==> config.mk <==
export PLATFORM = sky130hd
export DESIGN_NAME = alu_pipe
export DESIGN_NICKNAME = d
export VERILOG_FILES = /design/src/rtl/alu_pipe.sv
export SDC_FILE = /design/constraint.sdc
export NUM_CORES = 1
export LEC_CHECK = 0
export CORE_UTILIZATION = 55
export CTS_BUF_LIST = sky130_fd_sc_hd__clkbuf_4
export DETAILED_ROUTE_END_ITERATION = 16
export PLACE_DENSITY_LB_ADDON = 0.15
export SLEW_MARGIN = 15
export SYNTH_ARGS = -nofsm -noshare
export SYNTH_HDL_FRONTEND = slang
export SYNTH_SLANG_ARGS = --single-unit
==> constraint.sdc <==
create_clock -name clk -period 6.6 [get_ports clk]
set_input_delay 0.99 -clock clk [delete_from_list [all_inputs] [get_ports clk]]
set_output_delay 0.99 -clock clk [all_outputs]
set_load 0.005 [all_outputs]
==> src/rtl/alu_pipe.sv <==
// alu_pipe: two-stage execute/writeback datapath core.
// Stage X holds the accepted instruction and evaluates the ALU against
// forwarded operands; stage W holds the registered result and commits it
// to the register file on the output handshake.
module alu_pipe #(
  parameter int WIDTH = 16,
  parameter int AW    = 4
) (
  input  logic                clk,
  input  logic                rst_n,
  input  logic                in_valid,
  output logic                in_ready,
  input  logic [4+3*AW-1:0]   in_instr,
  output logic                out_valid,
  input  logic                out_ready,
  output logic                out_we,
  output logic [AW-1:0]       out_addr,
  output logic [WIDTH-1:0]    out_data,
  output logic                out_carry,
  input  logic [AW-1:0]       dbg_addr,
  output logic [WIDTH-1:0]    dbg_data
);

  localparam int NREGS = 2**AW;
  localparam int IW    = 4 + 3*AW;

  // Register file and pipeline state
  logic [WIDTH-1:0] regs_r [NREGS];
  logic             x_valid_r;
  logic [IW-1:0]    x_instr_r;
  logic             w_valid_r;
  logic             w_we_r;
  logic [AW-1:0]    w_addr_r;
  logic [WIDTH-1:0] w_data_r;
  logic             w_carry_r;

  // Decoded X fields and ALU results
  logic [3:0]       x_op_s;
  logic [AW-1:0]    x_rd_s;
  logic [AW-1:0]    x_rs1_s;
  logic [AW-1:0]    x_rs2_s;
  logic [WIDTH-1:0] a_s;
  logic [WIDTH-1:0] b_s;
  logic [WIDTH-1:0] imm_s;
  logic [WIDTH-1:0] res_s;
  logic             carry_s;
  logic             we_s;
  logic             x_adv_s;
  logic             accept_s;
  logic             retire_s;
  logic             commit_s;

  assign x_op_s  = x_instr_r[IW-1 -: 4];
  assign x_rd_s  = x_instr_r[3*AW-1 -: AW];
  assign x_rs1_s = x_instr_r[2*AW-1 -: AW];
  assign x_rs2_s = x_instr_r[AW-1:0];

  // X moves into W whenever W is free or is retiring this cycle; a held W
  // (valid, consumer not ready) freezes both stages.
  assign x_adv_s  = x_valid_r && (!w_valid_r || out_ready);
  assign in_ready = !x_valid_r || x_adv_s;
  assign accept_s = in_valid && in_ready;
  assign retire_s = w_valid_r && out_ready;
  assign commit_s = retire_s && w_we_r;

  assign out_valid = w_valid_r;
  assign out_we    = w_we_r;
  assign out_addr  = w_addr_r;
  assign out_data  = w_data_r;
  assign out_carry = w_carry_r;

  // Debug port sees the architectural file only, never the W result.
  assign dbg_data = regs_r[dbg_addr];

  // Operand fetch with forwarding from a writing W stage (no-ops never forward)
  always_comb begin
    a_s   = regs_r[x_rs1_s];
    b_s   = regs_r[x_rs2_s];
    imm_s = WIDTH'(x_rs2_s);
    if (w_valid_r && w_we_r && (w_addr_r == x_rs1_s)) begin
      a_s = w_data_r;
    end else begin
      a_s = regs_r[x_rs1_s];
    end
    if (w_valid_r && w_we_r && (w_addr_r == x_rs2_s)) begin
      b_s = w_data_r;
    end else begin
      b_s = regs_r[x_rs2_s];
    end
  end

  // ALU: the extra top bit of add/sub results is carry resp. borrow.
  // Shifts by an amount >= WIDTH yield zero by SV shift semantics.
  always_comb begin
    res_s   = {WIDTH{1'b0}};
    carry_s = 1'b0;
    we_s    = 1'b1;
    case (x_op_s)
      4'd0:  {carry_s, res_s} = {1'b0, a_s} + {1'b0, b_s};
      4'd1:  {carry_s, res_s} = {1'b0, a_s} - {1'b0, b_s};
      4'd2:  res_s = (a_s < b_s) ? WIDTH'(1'b1) : {WIDTH{1'b0}};
      4'd3:  res_s = a_s & b_s;
      4'd4:  res_s = a_s | b_s;
      4'd5:  res_s = a_s ^ b_s;
      4'd6:  res_s = a_s & imm_s;
      4'd7:  res_s = a_s | imm_s;
      4'd8:  res_s = a_s ^ imm_s;
      4'd9:  {carry_s, res_s} = {1'b0, a_s} + {1'b0, imm_s};
      4'd10: {carry_s, res_s} = {1'b0, a_s} - {1'b0, imm_s};
      4'd11: res_s = a_s << x_rs2_s;
      4'd12: res_s = a_s >> x_rs2_s;
      4'd13: res_s = WIDTH'({x_rs1_s, x_rs2_s});
      default: begin
        res_s   = {WIDTH{1'b0}};
        carry_s = 1'b0;
        we_s    = 1'b0;
      end
    endcase
  end

  // Stage X: capture on accept, empty when advancing without a refill
  always_ff @(posedge clk or negedge rst_n) begin
    if (!rst_n) begin
      x_valid_r <= 1'b0;
      x_instr_r <= {IW{1'b0}};
    end else if (accept_s) begin
      x_valid_r <= 1'b1;
      x_instr_r <= in_instr;
    end else if (x_adv_s) begin
      x_valid_r <= 1'b0;
    end
  end

  // Stage W: load from X, otherwise clear after the retiring handshake
  always_ff @(posedge clk or negedge rst_n) begin
    if (!rst_n) begin
      w_valid_r <= 1'b0;
      w_we_r    <= 1'b0;
      w_addr_r  <= {AW{1'b0}};
      w_data_r  <= {WIDTH{1'b0}};
      w_carry_r <= 1'b0;
    end else if (x_adv_s) begin
      w_valid_r <= 1'b1;
      w_we_r    <= we_s;
      w_addr_r  <= x_rd_s;
      w_data_r  <= res_s;
      w_carry_r <= carry_s;
    end else if (retire_s) begin
      w_valid_r <= 1'b0;
      w_we_r    <= 1'b0;
      w_addr_r  <= {AW{1'b0}};
      w_data_r  <= {WIDTH{1'b0}};
      w_carry_r <= 1'b0;
    end
  end

  // Register file: cleared by reset, written only at the retire handshake
  always_ff @(posedge clk or negedge rst_n) begin
    if (!rst_n) begin
      for (int i = 0; i < NREGS; i++) begin
        regs_r[i] <= {WIDTH{1'b0}};
      end
    end else if (commit_s) begin
      regs_r[w_addr_r] <= w_data_r;
    end
  end

endmodule
# After elaboration in Yosys (flattened, before gate mapping)
# Cells that the tools add are included.
[word_totals]
output_inout_bits = 40
in_bits = 24
regBits = 296
elab_cells = 104
[op_classes]
n_eq_ne = 15
addsub = 4
muxes = 28
order_cmp = 6
n_bitwise = 10
n_shift = 2
n_reduce_logical = 16
[ops]
columns = ["op", "n"]
rows = [
  ["$bwmux 256", 1],
  ["$pmux 16 s14", 1],
  ["$bmux 16 s4", 3],
  ["$mux 16", 11],
  ["$demux 16 s4", 1],
  ["$eq 4x4->1 const B", 6],
  ["$ge 5x5->1 const B", 4],
  ["$not 4->5", 4],
  ["$add 16x16->17", 1],
  ["$add 16x4->17", 1],
  ["$sub 16x16->17", 1],
  ["$sub 16x4->17", 1],
  ["$and 16x16->16", 1],
  ["$and 16x4->16", 1],
  ["$eq 4x3->1 const B", 4],
  ["$lt 16x16->1", 1],
  ["$or 16x16->16", 1],
  ["$or 16x4->16", 1],
  ["$shl 16x4->16", 1],
  ["$shr 16x4->16", 1],
  ["$xor 16x16->16", 1],
  ["$xor 16x4->16", 1],
  ["$reduce_or 14->1", 1],
  ["$eq 4x2->1 const B", 2],
  ["other kinds (11)", 30],
]

# Logic depth before layout (Yosys ltp)
# Gate-level depths: netlist (run 1).
[logic_depth]
word_depth = 9
ltp_mapped = 21
mapped_depth_nobuf = 16

# Worst setup path after synthesis (run 1)
# OpenSTA, ideal clock, no wires.
[synth_timing]
path_type = "register -> register"
startpoint = "reg x_instr_r[0]"
endpoint = "reg w_data_r[12], in the netlist out_data[12]"
slack_ns = 1.584
n_path_buf = 3
required_time_ns = 6.464
stages_incl_launch_ff = 19
arrival_ns = 4.880
synth_period_minus_slack_ns = 5.016
path_cell_list = "dfrtp_1 > clkbuf_1 > buf_2 > buf_1 > mux4_2 > mux4_2 > mux2i_1 > inv_1 > ha_1 > fa_1 > a21oi_1 > o2111ai_1 > o31ai_1 > nand3_1 > xor2_1 > nand2_1 > o2111ai_1 > a2111oi_0 > a31oi_1"
[synth_via]
elab_chain_len = 8
[synth_rtl]
columns = ["element", "line", "rtl"]
rows = [
  ["start, declared", "30", "logic [IW-1:0] x_instr_r;"],
  ["start signal, assigned", "125", "x_instr_r <= {IW{1'b0}};"],
  ["start signal, assigned", "128", "x_instr_r <= in_instr;"],
  ["$not 4->5 (not written as such)", "88", "b_s = regs_r[x_rs2_s];"],
  ["$bmux 16 s4", "88", ""],
  ["$mux 16 (not written as such) (2 in a row)", "88", ""],
  ["$mux 16", "85", "if (w_valid_r && w_we_r && (w_addr_r == x_rs2_s)) begin"],
  ["$sub 16x16->17 (tied with other cells)", "100", "4'd1: {carry_s, res_s} = {1'b0, a_s} - {1'b0, b_s};"],
  ["$pmux 16 s14 *", "98", "case (x_op_s)"],
  ["$mux 16 *", "142", "end else if (x_adv_s) begin"],
  ["end signal, assigned", "140", "w_data_r <= {WIDTH{1'b0}};"],
  ["end signal, assigned", "146", "w_data_r <= res_s;"],
  ["end signal, assigned", "152", "w_data_r <= {WIDTH{1'b0}};"],
  ["end, declared", "34", "logic [WIDTH-1:0] w_data_r;"],
]
# Every way passes the cells marked *; elsewhere a longest branch is shown, timed or not. The select of a mux whose other input is x is not followed.
# A chain may end at the register's enable or synchronous reset.

# Worst setup path after layout (run 1)
[layout_timing]
startpoint = "reg x_instr_r[0]"
endpoint = "reg w_data_r[14], in the netlist out_data[14]"
# The elaborated chain is that of the path after synthesis.

==> results of run 1 <==
## cell families after synthesis
group / after synthesis / share of synthesized area (%)
multiplexers: 556 / 39.79
buffers and inverters: 241 / 4.569
flip-flops: 296 / 32.95
AND/OR/NAND/NOR: 354 / 7.558
AO/OA/AOI/OAI: 339 / 10.24
adder cells (fa/ha/maj): 66 / 3.807
XOR/XNOR: 28 / 1.091
## state kept, by name, summed over array words and instances, names as in the netlist
register   count
regs_r       256
out_data      16
x_instr_r     16
out_addr       4
out_carry      1
out_valid      1
out_we         1
x_valid_r      1
## power by group through the flow
stage / clock network [mW] / logic (mW) / registers (mW)
after detailed placement: 0 / 3.28 / 2.77
final: 1.62 / 3.36 / 2.76
after floorplan: 0 / 2.54 / 2.39
after CTS: 1.66 / 3.29 / 2.74
after global routing: 1.75 / 3.58 / 2.82
after global placement: 0 / 3.25 / 2.74
## through the flow
step | cell area, sq um | power (mW) | hold WS [ns] | util, % | std cells
floorplan | 22480 | 4.928 | 0.4776 | - | 1880
global placement | 23520 | 5.989 | 0.4950 | 58.79 | 2351
detailed placement | 23520 | 6.052 | 0.5139 | 58.79 | 2351
CTS | 24470 | 7.694 | 0.1481 | 61.18 | 2482
global route | 24480 | 8.146 | 0.1841 | 61.20 | 2483
finish | 24480 | 7.744 | 0.1609 | 61.20 | 2483
## Yosys cell counts (12+ instances only)
library cell,n,share of area [%]
sky130_fd_sc_hd__o211ai_1,12,0.40
sky130_fd_sc_hd__nor2_1,95,1.6
sky130_fd_sc_hd__buf_2,17,0.38
sky130_fd_sc_hd__nand3_1,31,0.69
sky130_fd_sc_hd__a31oi_1,18,0.50
sky130_fd_sc_hd__mux2i_1,46,2.0
sky130_fd_sc_hd__nor3_1,43,0.96
sky130_fd_sc_hd__dfrtp_1,296,33
sky130_fd_sc_hd__ha_1,62,3.5
sky130_fd_sc_hd__clkbuf_1,129,2.2
sky130_fd_sc_hd__nand2_1,98,1.6
sky130_fd_sc_hd__nand4_1,12,0.33
sky130_fd_sc_hd__o21ai_0,46,1.0
sky130_fd_sc_hd__o22ai_1,12,0.33
sky130_fd_sc_hd__a32oi_1,14,0.55
sky130_fd_sc_hd__a21oi_1,81,1.8
sky130_fd_sc_hd__buf_1,22,0.37
sky130_fd_sc_hd__nand2b_1,15,0.42
sky130_fd_sc_hd__mux4_2,239,24
sky130_fd_sc_hd__inv_1,52,0.87
sky130_fd_sc_hd__a22oi_1,47,1.6
sky130_fd_sc_hd__xnor2_1,22,0.86
sky130_fd_sc_hd__mux2_2,265,13
## per-layer routing
metal / vias to the layer above / GRT usage (%)
li1: 7419 / -
met1: 9214 / 50.93
met2: 1085 / 58.31
met3: 246 / 8.881
met4: 2 / 20.60
met5: - / 0
## worst register-to-register path, delay by kind of cell (launching register included)
| kind | cells | cell delay (ns) |
|---|---|---|
| AOI/OAI and AO/OA | 5 | 1.82 |
| muxes | 3 | 1.60 |
| DFF | 1 | 1.05 |
| buffers and inverters | 2 | 0.79 |
| adders and majority gates | 1 | 0.47 |
| and+or+nand+nor | 1 | 0.13 |
## cell type report
cell class	count	area (sq um)	share of cell area, %
antenna	1	2.502	0.01022
timing repair buffer	129	1119	4.569
multi-input combinational	1343	14110	57.64
sequential	296	7421	30.31
tap	525	656.9	2.683
inverter	58	217.7	0.8893
clock inverter	19	113.9	0.4651
clock buffer	112	840.8	3.434
## worst min path at each step
| stage | start | endpoint | slack, ns | cells after the start |
|---|---|---|---|---|
| 4_1_cts | rst_n | regs_r[162] | 0.15 | 1 |
| 5_1_grt | rst_n | regs_r[162] | 0.18 | 1 |
| 3_5_place_dp | regs_r[229] | regs_r[229] | 0.51 | 2 |
| 3_3_place_gp | regs_r[229] | regs_r[229] | 0.49 | 2 |
| 2_1_floorplan | regs_r[133] | regs_r[133] | 0.48 | 2 |
| 6_report | rst_n | regs_r[162] | 0.16 | 1 |
==> impl_summary.md, run 1 <==
Setup path
In this run the number of cells on the critical path is 12. The endpoint class of the critical path is a flop. The critical path contains buffers and inverters numbering 2 combined. Among the stages of the critical path, the cell type that occurs most often is sky130_fd_sc_hd__mux4_2. The launch instance of the worst register-to-register path is x_instr_r[0]. On the critical path the largest part of the delay comes from compound AO/OA/AOI/OAI gates. The cell with the largest stage delay on the worst path is sky130_fd_sc_hd__dfrtp_4. The critical path endpoint is out_data[14]. The largest driver fanout on the critical path is 52. On the worst path, the slowest cell contributes a delay of 1.05 ns. The endpoint arrival time on the critical path is 6.63 ns. Counting cells, the worst reg-to-reg path comes to 12. The endpoint identified for the worst register-to-register timing path is out_data[14].

For the worst setup path, the data required time is 7.18 ns. The launching instance or port of the critical path is x_instr_r[0]. The critical path is of the reg -> reg type. Walking the worst path, the cells encountered are buf_4 -> mux4_2 -> mux4_2 -> mux2i_1 -> ha_1 -> inv_1 -> or3_1 -> a21oi_1 -> a311oi_1 -> o21ai_0 -> a2111oi_0 -> a41oi_1. Across all register-to-register paths, the minimum setup slack is 0.56 ns. STA classifies the critical path startpoint as a flop.

Synth
A synthesized cell averages 11.96 sq um. The warning count from the yosys run is 0. The number of cells produced by synthesis is 1,880.

In the synthesized netlist the async set-or-reset flop fraction comes to 100.0%. In the synthesized netlist the dominant register cell turns out to be sky130_fd_sc_hd__dfrtp_1. The number of nets produced by synthesis is 1,970. Yosys mapped a number of flops with a built-in enable equal to 0. The cell area that synthesis handed to floorplanning was 22,480 sq um. The number of distinct library cells after synthesis is 78.

Sequential cells were found to cover 32.95% of the synthesized design area. The register bit total from synthesis is 296.

Drt
The routed length on met2 is 35.87 mm. The top layer reached by signal wires is met5. In the routed design, unresolved DRC markers number 0. Using the TritonRoute via totals, the vias-per-cell ratio works out to 7.236. The vias after detailed routing is 17.97k. In the final routed layout, each cell accounts on average for 31.06 um.

The length of the first detailed-routing pass in iterations is 7. The met1 layer wirelength in the final routing is 30.09 mm. The final wirelength is 77.12 mm.

The number of antenna-violating nets in the routed design is 0. The count of routing violations after the opening detailed-route iteration is 1,985. The routed length on met3 is 7.006 mm.

Timing
The final-layout setup total negative slack is 0 ns. The final-report hold violation count is 0. In the post-route analysis, the smallest setup slack over all paths is 0.5575 ns.

The setup clock skew after layout is 0.07068 ns. The top achievable clock speed is 0.1655 GHz. Setup violations remaining at the end of the flow were counted as 0. The number of pins with negative max-slew slack in the final report is 0. For the pin with the worst max-slew slack, the measured transition is 1.195 ns. After layout, the worst path uses 91.55% of the clock period. The minimum clock period after layout is 6.042 ns. In this run the tightest slew margin relative to its limit is 20.15%. Setup repair after global routing left no endpoint under its margin.

Global route
Global routing used 38.25% of the available tracks across all layers. The largest net degree at the start of global routing is 83. The total congestion overflow after global routing is 0. The via count of the first global-routing pass is 18.04k.

The initial antenna violation count is 3. The first global-routing pass estimated 116.3 mm of wire.

CTS
The number of post-CTS setup repair buffers is 0. The later pin in the worst-skew pair is clocked with a latency of 0.80 ns. After clock tree synthesis, the clock-pin slew on the worst setup and hold paths is 0.07 ns. For this design, the sink count on the clock tree is 296. The hold-fix buffer count after cts is 0.

The H-tree was split into 3 levels. TritonCTS built the clock tree. The number of gates resized after CTS was 0. The buffer type at the clock tree root is sky130_fd_sc_hd__clkbuf_4.

The longest clock path from root to sink contains 3 buffers. The number of clock buffers added by TritonCTS is 82.

Finish
The fill cell instance count of the final layout is 3,258. The proportion of layout cells with a drive suffix above 1 is 37.81%. In the layout the commonest cells are 291 x sky130_fd_sc_hd__dfrtp_1, 265 x sky130_fd_sc_hd__mux2_2, 239 x sky130_fd_sc_hd__mux4_2. The layout net count is 2,000. The signed area change from the synthesized netlist to the final layout is 8.905%. The most common cell after layout, fill and taps aside is sky130_fd_sc_hd__dfrtp_1.

Power and ir drop
Of the total power, the clock network draws 21.0%. Internal power comes to 4.551 mW. The sequential cell fraction of total power is 35.7%. For this design the static power due to leakage is 10.63 nW. The areal power density over the cells is 316.3 nW/um^2. Net switching is 41.23% of the power. Of the total power, combinational logic draws 43.4%. Across the VDD grid, the largest voltage drop is 0.1867 mV.

For this design the total switching power over the nets is 3.193 mW.

Floorplan
The die height is 204.2 um. The standard cell core area is 40,010 sq um. The placement row count is 73. For this configuration, the core starts out at a cell density of 56.19%. The die outline area is 41,690 sq um.

During I/O placement, the number of pins put on the boundary was 64. From left edge to right edge, the die measures 204.2 um.

Placement
Once detailed placement completed, the half-perimeter wirelength came to 51.87 mm. During placement, the flow inserted port buffers numbering 63. The worst setup timing slack at the placement stage is 0.6696 ns. Routability-driven placement finished with a final weighted congestion of 1.034.

Hold path
The tightest min-delay check is of the in -> async type.

Run
The tool flagged a number of max-cap violations equal to 0.

Status
The flow ran to the end, and the final reports show no timing, DRC or antenna violations.
No activity file was read; power rests on OpenSTA's default activity.
==> run 2: changes to the inputs <==
Settings changed: CORE_UTILIZATION 55 to 40, PLACE_DENSITY from default to 0.62, PLACE_DENSITY_LB_ADDON 0.15 to default.
==> run 2 against run 1 <==
Effect of this change:
- maximum frequency grew 1.5%
- non-clock buffer count grew 10
- first-iteration DRC count grew 26%
- highest routed layer is now met4
- design area grew 2.1%
- clock-buffer cell count grew 10
- critical path type unchanged
==> impl_summary.md, run 2 (synthesis results as in run 1) <==
Setup path
The endpoint class of the critical path is a flop (unchanged). The critical path class is reg -> reg (unchanged). The library cell appearing most often on the critical path is sky130_fd_sc_hd__a21oi_1 (was sky130_fd_sc_hd__mux4_2). The buffers plus inverters on the worst setup path was 2 (unchanged). The delay of the slowest cell on the worst path was 1.04 ns (was 1.05 ns).

The startpoint kind of the worst setup timing path was a flop (unchanged). The required time of the critical path is 7.32 ns (was 7.18 ns). The cell with the largest stage delay on the worst path was sky130_fd_sc_hd__dfrtp_4 (unchanged).

The largest driver fanout on the critical path is 42 (was 52). The endpoint arrival time on the critical path is 6.67 ns (was 6.63 ns). Critical-path cell list: buf_4 -> mux4_2 -> a22oi_1 -> nand2_1 -> mux2i_1 -> ha_1 -> inv_1 -> a21oi_1 -> a21oi_1 -> a222oi_1 -> o21ai_0 -> a221oi_1 -> nand4_1 -> a211oi_1 -> a41oi_1 (was buf_4 -> mux4_2 -> mux4_2 -> mux2i_1 -> ha_1 -> inv_1 -> or3_1 -> a21oi_1 -> a311oi_1 -> o21ai_0 -> a2111oi_0 -> a41oi_1).

The kind of cell with the highest combined delay on the critical path was compound AO/OA/AOI/OAI gates (unchanged).

CTS
The number of post-CTS setup repair buffers is 0 (unchanged). The number of resized instances in the post-cts repair step is 0 (unchanged). The hold-fix buffer count after cts is 0 (unchanged). The TritonCTS buffer count is 85 (was 82). The count of clock tree sinks was 296 (unchanged). The total number of H-tree levels is 3 (unchanged). The maximum number of buffers from clock root to sink is 3 (unchanged). The clock slew at the register clock pins of the worst setup and hold paths is 0.07 ns (about the same). The latest clock arrival within the worst-skew pair is 0.87 ns (was 0.80 ns). The buffer type at the clock tree root is sky130_fd_sc_hd__clkbuf_4 (unchanged).

The CTS tree is built (unchanged).

Global route
The total congestion overflow after global routing came to 0 (unchanged). The initial antenna violation count is 1 (was 3). The global-route total usage across every layer came to 29.09% (was 38.25%). The largest net degree at the start of global routing is 133 (was 83).

The first-pass GRT wire length is 122.1 mm (was 116.3 mm). The via count of the first global-routing pass is 18.32k (was 18.04k).

Timing
The number of pins with negative max-slew slack in the final report was 0 (unchanged). The setup clock skew after layout is 0.07765 ns (was 0.07068 ns). The relative slew slack came to 24.69% (was 20.15%). The portion of the clock cycle consumed by the worst path in the final layout was 90.23% (was 91.55%). The number of endpoints failing setup at the final stage was 0 (unchanged). The final-report hold violation count was 0 (unchanged). Unrepaired setup endpoints after global routing: false (unchanged). The final-layout setup total negative slack is 0 ns (unchanged). The transition time of the tightest slew-check pin is 1.128 ns (was 1.195 ns). The top achievable clock speed is 0.1679 GHz (was 0.1655 GHz). The minimum clock period after layout came to 5.955 ns (was 6.042 ns).

Finish
The number of standard cells in the final layout excluding fillers is 2,733 (was 2,483). The layout net count is 2,013 (was 2,000). The proportion of layout cells with a drive suffix above 1 is 38.00% (was 37.81%). Leading cell types in the layout, fill and taps excluded: 291 x sky130_fd_sc_hd__dfrtp_1, 265 x sky130_fd_sc_hd__mux2_2, 239 x sky130_fd_sc_hd__mux4_2 (unchanged). The register name with the most flops is regs_r (unchanged). The post-layout instance area is 24,990 sq um (was 24,480 sq um).

The most common cell after layout, fill and taps aside is sky130_fd_sc_hd__dfrtp_1 (unchanged). The number of flip-flops in the largest register is 256 (unchanged). The signed area change from the synthesized netlist to the final layout is 11.17% (was 8.905%).

Placement
The final weighted congestion in routability-driven placement is 0.9885 (was 1.034). The HPWL after detailed placement is 53.81 mm (was 51.87 mm). The instance area after placement came to 23,920 sq um (was 23,520 sq um). The count of placed standard cells including taps is 2,584 (was 2,351). The number of input and output port buffers inserted was 63 (unchanged).

Drt
The average wire length per cell after detail routing is 29.77 um (was 31.06 um). The remaining design rule violation count came to 0 (unchanged). The final wirelength was 81.36 mm (was 77.12 mm).

The vias after detailed routing is 18.20k (was 17.97k). The number of antenna-violating nets in the routed design is 0 (unchanged). The count of routing violations after the opening detailed-route iteration is 2,500 (was 1,985). The length of the first detailed-routing pass in iterations came to 7 (unchanged). The per-cell via count in the routed design is 6.659 (was 7.236).

Power and ir drop
The leakage power of the design is 10.75 nW (was 10.63 nW). The areal power density over the cells is 319.1 nW/um^2 (was 316.3 nW/um^2). The maximum VDD drop came to 0.1285 mV (was 0.1867 mV).

Run
The max-capacitance violation count is 0 (unchanged).

Floorplan
The standard cell core area was 55,310 sq um (was 40,010 sq um). The top-level port count is 64 (unchanged). The die outline area came to 57,150 sq um (was 41,690 sq um). The effective utilization at floorplan is 40.65% (was 56.19%). The placement row count is 86 (was 73). The die height is 239.1 um (was 204.2 um).

The floorplan die width was 239.1 um (was 204.2 um).

Hold path
The classification of the worst-slack hold path is in -> async (unchanged).

Status
Result of the run: completed (unchanged).
run 2: cell count changes in the layout (fill, tap and decap cells not counted), moves of 3 or more:
cell,delta
sky130_fd_sc_hd__clkbuf_4,+10
sky130_fd_sc_hd__clkinv_1,+9
sky130_fd_sc_hd__buf_4,+7
sky130_fd_sc_hd__buf_12,+3
run 2: path summary, 6_finish.rpt:
path | endpoint | cells after the start | slack [ns] | start
max | out_data[15] | 15 | 0.65 | x_instr_r[4]
min | regs_r[171] | 1 | 0.22 | rst_n
max reg2reg | out_data[15] | 15 | 0.65 | x_instr_r[4]
min reg2reg | regs_r[197] | 2 | 0.53 | regs_r[197]
max in group asynchronous | x_instr_r[4] | 2 | 4.99 | rst_n
min in group clk | regs_r[197] | 2 | 0.53 | regs_r[197]
run 2: area by class of cell:
cell class / count / area [sq um]
fill: 5133 / 30320
multi-input combinational: 1343 / 14110
sequential: 296 / 7421
timing repair buffer: 139 / 1236
tap: 748 / 935.9
clock buffer: 122 / 915.9
inverter: 58 / 217.7
clock inverter: 26 / 155.1
antenna: 1 / 2.502
run 2: routing by layer:
metal	vias to the layer above	GRT usage (%)	share of wire [%]
met5	-	0	0
met4	0	13.89	5.1
met3	256	5.277	8.6
met2	1055	45.77	46
met1	9425	38.87	40
li1	7463	-	-
run 2: where the power goes:
group	total, mW	leakage (nW)	switching [mW]	internal, mW
Sequential	2.75	4.04	0.605	2.14
Combinational	3.45	6.08	1.85	1.60
Clock	1.77	0.627	0.880	0.892
run 2: per-stage QoR:
stage	power (mW)	util (%)	setup WS, ns	hold slack [ns]
floorplan	4.928	-	1.584	0.4776
global placement	6.085	43.25	0.7872	0.4989
detailed placement	6.139	43.25	0.8159	0.5173
CTS	7.942	45.18	0.8591	0.2274
global route	8.379	45.19	0.4719	0.2665
finish	7.974	45.19	0.6450	0.2171
